==> src/rtl/burst_seq_gen.sv <==
// Purpose: drives b high for B_LEN cycles then pulses c once, on each accepted rising edge of a.
// Latency: first b one cycle after the rising edge is sampled; c follows the last b cycle.
// Backpressure: none; triggers during a burst are dropped and counted (retriggered with BURST_SEQ_GEN_RETRIG_EN).
module burst_seq_gen #(
    parameter int B_LEN = 6
) (
    input  logic       clk,
    input  logic       rst_n,
    input  logic       a,
    output logic       b,
    output logic       c,
    output logic       busy,
    output logic [7:0] overrun_cnt
);

    localparam int              CW   = $clog2(B_LEN + 1);
    localparam logic [CW-1:0]   LAST = CW'(B_LEN);
    localparam logic [CW-1:0]   ONE  = CW'(1);

    typedef enum logic [1:0] {
        S_IDLE  = 2'd0,
        S_BURST = 2'd1,
        S_TERM  = 2'd2
    } state_t;

    state_t          r_state;
    state_t          w_state;
    logic [CW-1:0]   r_cnt;
    logic [CW-1:0]   w_cnt;
    logic            r_a_q;
    logic            r_b;
    logic            w_b;
    logic            r_c;
    logic            w_c;
    logic            r_busy;
    logic            w_busy;
    logic [7:0]      r_ovr;
    logic [7:0]      w_ovr;
    logic            w_rise;

    // a_q resets low, so a trigger held high through reset counts as a rise on the first edge
    assign w_rise = a & ~r_a_q;

    assign b           = r_b;
    assign c           = r_c;
    assign busy        = r_busy;
    assign overrun_cnt = r_ovr;

    // State, counter, registered outputs and the trigger history register
    always_ff @(posedge clk or negedge rst_n) begin
        if (!rst_n) begin
            r_state <= S_IDLE;
            r_cnt   <= '0;
            r_a_q   <= 1'b0;
            r_b     <= 1'b0;
            r_c     <= 1'b0;
            r_busy  <= 1'b0;
            r_ovr   <= 8'd0;
        end else begin
            r_state <= w_state;
            r_cnt   <= w_cnt;
            r_a_q   <= a;
            r_b     <= w_b;
            r_c     <= w_c;
            r_busy  <= w_busy;
            r_ovr   <= w_ovr;
        end
    end

    // Next-state and next-output decode; c is a one-cycle pulse so it defaults low
    always_comb begin
        w_state = r_state;
        w_cnt   = r_cnt;
        w_b     = r_b;
        w_c     = 1'b0;
        w_busy  = r_busy;
        w_ovr   = r_ovr;
        case (r_state)
            S_IDLE: begin
                if (w_rise) begin
                    w_state = S_BURST;
                    w_cnt   = ONE;
                    w_b     = 1'b1;
                    w_busy  = 1'b1;
                end else begin
                    w_b     = 1'b0;
                    w_busy  = 1'b0;
                end
            end
            S_BURST: begin
                w_busy = 1'b1;
                // A trigger landing mid-burst is always an overrun, including on the final b edge
                if (w_rise && (r_ovr != 8'hFF)) begin
                    w_ovr = r_ovr + 8'd1;
                end
`ifdef BURST_SEQ_GEN_RETRIG_EN
                // Retrigger wins over the TERM transition, stretching b with no gap
                if (w_rise) begin
                    w_cnt = ONE;
                    w_b   = 1'b1;
                end else
`endif
                if (r_cnt == LAST) begin
                    w_state = S_TERM;
                    w_b     = 1'b0;
                    w_c     = 1'b1;
                end else begin
                    w_cnt   = r_cnt + ONE;
                    w_b     = 1'b1;
                end
            end
            S_TERM: begin
                // A rise on the c edge is accepted back-to-back; b rises the cycle after c
                if (w_rise) begin
                    w_state = S_BURST;
                    w_cnt   = ONE;
                    w_b     = 1'b1;
                    w_busy  = 1'b1;
                end else begin
                    w_state = S_IDLE;
                    w_b     = 1'b0;
                    w_busy  = 1'b0;
                end
            end
            default: begin
                w_state = S_IDLE;
                w_b     = 1'b0;
                w_busy  = 1'b0;
            end
        endcase
    end

endmodule

==> config.mk <==
export PLATFORM = sky130hd
export DESIGN_NAME = burst_seq_gen
export DESIGN_NICKNAME = d
export VERILOG_FILES = /design/src/rtl/burst_seq_gen.sv
export SDC_FILE = /design/constraint.sdc
export NUM_CORES = 1
export LEC_CHECK = 0
export CAP_MARGIN = 20
export CORE_UTILIZATION = 45
export CTS_CLUSTER_SIZE = 10
export DETAILED_ROUTE_END_ITERATION = 8
export PLACE_DENSITY_LB_ADDON = 0.08
export SLEW_MARGIN = 20
export SYNTH_ARGS = -nofsm -noshare
export SYNTH_HDL_FRONTEND = slang
export SYNTH_SLANG_ARGS = --single-unit
export TNS_END_PERCENT = 10
==> constraint.sdc <==
create_clock -name clk -period 1.7 [get_ports clk]
set_clock_uncertainty 0.2 [all_clocks]
set_input_delay 0.17 -clock clk [delete_from_list [all_inputs] [get_ports clk]]
set_output_delay 0.17 -clock clk [all_outputs]
set_load 0.01 [all_outputs]
==> flow_summary_export.csv <==
group,metric,value,unit
pwr,power.switching,0.579,mW
cells_and_area,fin_cells,114,
critical_path,cp-end-kind,"primary output",
min_path,hold_path.class,"primary input to flop",
pwr,p_int,1.01,mW
clocking,cts_setup_buffers,0,
yosys,syn_inst,71,
clocking,clock-sinks,17,
pwr,power_frac_comb,45.4,%
yosys,ys_seq_elements,17,
sta,worst_slack,0.0563,ns
critical_path,worstPathMaxFanout,6,
yosys,synth_seq_area_share,53.3,%
critical_path,max_stage_delay,0.55,ns
global_route,antenna_found_initial,0,
critical_path,crit_required,1.33,ns
pwr,p_seq_share,40.7,%
global_route,grt_overflow,0,
critical_path,path_class,"flop to primary output",
critical_path,crit_arrival,1.27,ns
cells_and_area,area_delta_synth_final,33.4,%
clocking,clock_path_buffers,2,
detailed_routing,routed_wl,1500,um
detailed_routing,ant_nets,0,
clocking,cts_tree,"done",
floorplanning,die_w,44.1,um
pwr,ir_drop,895,uV
critical_path,cp_slowest_cell,"clkdlybuf4s50_1",
cells_and_area,fin_nets,105,
global_route,grt_pass1_vias,605,
sta,rsz0062_at_grt,"false",
pwr,powerDensity,1500,mW/mm^2
pwr,p_total,1.59,mW
cells_and_area,drive_above_1_share,23.5,%
pwr,p_clk_share,13.9,%
clocking,clock_latency,0.30,ns
floorplanning,die_h,44.1,um
global_route,grt_pass1_wl,2590,um
cells_and_area,ff_latch_area,429,sq um
detailed_routing,post_drt_wl_per_cell,13.2,um
detailed_routing,vias_per_cell,5.67,
run_status,violations,"design-rule violations",
sta,tightest_slew,0.367,ns
detailed_routing,drc,2,
placement,hpwl,1090,um
cells_and_area,multi_input_area,360,sq um
detailed_routing,vias,646,
yosys,yosysWarnings,0,
critical_path,startpoint,"overrun_cnt[5]",
floorplanning,core_area,0.00158,sq mm
placement,globalplace.congestion,0.783,
global_route,grt_use_total,19.1,%
sta,final.period_utilization,96.7,%
clocking,cts_root_buf,"clkbuf_4",
placement,port_buffers,13,
cells_and_area,antenna_cells,0,
critical_path,r2r-start,"r_a_q",
sta,hold_violations,0,
sta,finalSetupViolations,0,
floorplanning,ios,14,
critical_path,critPathTopFamily,"buffers and inverters",
critical_path,worstSetupStartpointType,"flop",
critical_path,worstPathCellList,"clkdlybuf4s50_1",
clocking,numCtsBuffers,3,
cells_and_area,n_fill_cell,130,
sta,max_freq,0.608,GHz
cells_and_area,final_common_cell,"dfrtp_1",
placement,dp_cells,109,
placement,dp_slack,-0.141,ns
floorplanning,die_area,0.00195,sq mm
floorplanning,start_util,50.6,%
yosys,synth.distinct_cells,30,
critical_path,worst-path-buf-inv,1,
detailed_routing,drtIter0Drc,17,
yosys,synth_fp_nets,77,
pwr,leakage,0.491,nW
clocking,htreeDepth,1,
yosys,avgSynthCellArea,11.2,sq um
critical_path,rrSetupSlack,0.07,ns
min_path,hp-start,"a",
pwr,sw_frac_of_total,36.4,%
flow_run,maxCapViolCount,0,
cells_and_area,layout_common_cells,"dfrtp_1, clkdlybuf4s50_1, buf_4",
sta,finalMaxSlewViolations,0,
sta,fin_hold_ws,0.206,ns
yosys,syn_area,798,sq um
run_status,status,"complete, but fails checks",
sta,final.min_clock_period,1.64,ns
floorplanning,placementRows,14,
detailed_routing,first_pass_iters,6,
sta,slew-limit-headroom,75.2,%
clocking,clk_pin_slew_worst_paths,0.10,ns
global_route,grt_max_degree,18,
[stage by stage]
step	util (%)	setup TNS (ns)	cell area [sq um]
6_report	67.5	0	1060
4_1_cts	67.0	0	1060
3_5_place_dp	64.8	-0.518	1020
2_1_floorplan	-	0	805
5_1_grt	67.5	0	1060
3_3_place_gp	64.8	-0.468	1020
[cell families (layout without fill, tap and decap cells)]
logic type / count (synthesis) / after routing / share of synthesized area [%]
compound gates: 13 / 13 / 10.3
xor+xnor: 2 / 2 / 2.19
fa+ha+maj: 3 / 3 / 4.70
buf+inv: 5 / 32 / 2.35
flops: 17 / 17 / 53.3
mux: 5 / 5 / 6.90
simple gates: 26 / 26 / 20.2
[synth_stat cells (all sizes together)]
cell type | instances | area share (%)
and3 | 1 | 0.78
a31oi | 2 | 1.6
ha | 3 | 4.7
nor2b | 1 | 0.78
and4bb | 1 | 1.6
or3 | 1 | 0.78
a221oi | 1 | 1.1
mux2i | 1 | 1.3
nor2 | 3 | 1.4
nand2b | 3 | 2.4
o21ai | 6 | 3.8
nand4bb | 1 | 1.4
a21oi | 1 | 0.63
nand4b | 1 | 1.1
or3b | 1 | 1.1
o2111a | 1 | 1.4
a21boi | 1 | 0.94
o31ai | 1 | 0.94
nand3 | 2 | 1.3
mux2 | 4 | 5.6
inv | 5 | 2.4
nand2 | 4 | 1.9
nand4 | 4 | 3.1
xor2 | 1 | 1.1
nor4 | 1 | 0.78
nor4b | 1 | 1.1
dfrtp | 17 | 53
and2 | 1 | 0.78
xnor2 | 1 | 1.1
[layer usage]
layer	routed length (um)	global-route usage, %	vias to the layer above
met5	0	0	-
met4	43	13.3	0
met3	74	6.12	5
met2	665	27.6	18
met1	718	24.1	304
li1	-	-	319
[worst paths after layout]
path / end / cells after the start
min in group asynchronous: c / 3
setup / recovery: overrun_cnt[5] / 1
hold reg to reg: overrun_cnt[5] / 1
max in group asynchronous: overrun_cnt[6] / 3
setup reg to reg: overrun_cnt[7] / 3
hold / removal: r_a_q / 1
[power by group through the flow]
| stage | logic, mW | registers (mW) | clock network (mW) |
|---|---|---|---|
| final | 0.723 | 0.648 | 0.221 |
| after global placement | 0.732 | 0.647 | 0 |
| after detailed placement | 0.742 | 0.655 | 0 |
| after floorplan | 0.309 | 0.705 | 0 |
| after global routing | 0.804 | 0.670 | 0.243 |
| after CTS | 0.729 | 0.645 | 0.227 |
[layout make-up]
class                      instances  share of cell area (%)
sequential                        17                    40.3
multi-input combinational         49                    33.8
timing repair buffer              23                    19.7
clock buffer                       4                    2.47
tap                               16                    1.88
inverter                           5                    1.76
[repair_timing]
| item | in CTS | in global routing |
|---|---|---|
| setup endpoints to repair | 2 | 5 |
| hold endpoints to repair | 17 | 0 |
| hold buffers | 1 | 0 |
| gates cloned | 0 | 0 |
| resized for setup | 2 | 5 |
[flip-flops by register name (all words and copies together), names as in the netlist]
signal       flops
r_cnt            3
r_state          2
busy             1
overrun_cnt      8
b                1
r_a_q            1
c                1
Power figures use the tool's default switching activity.
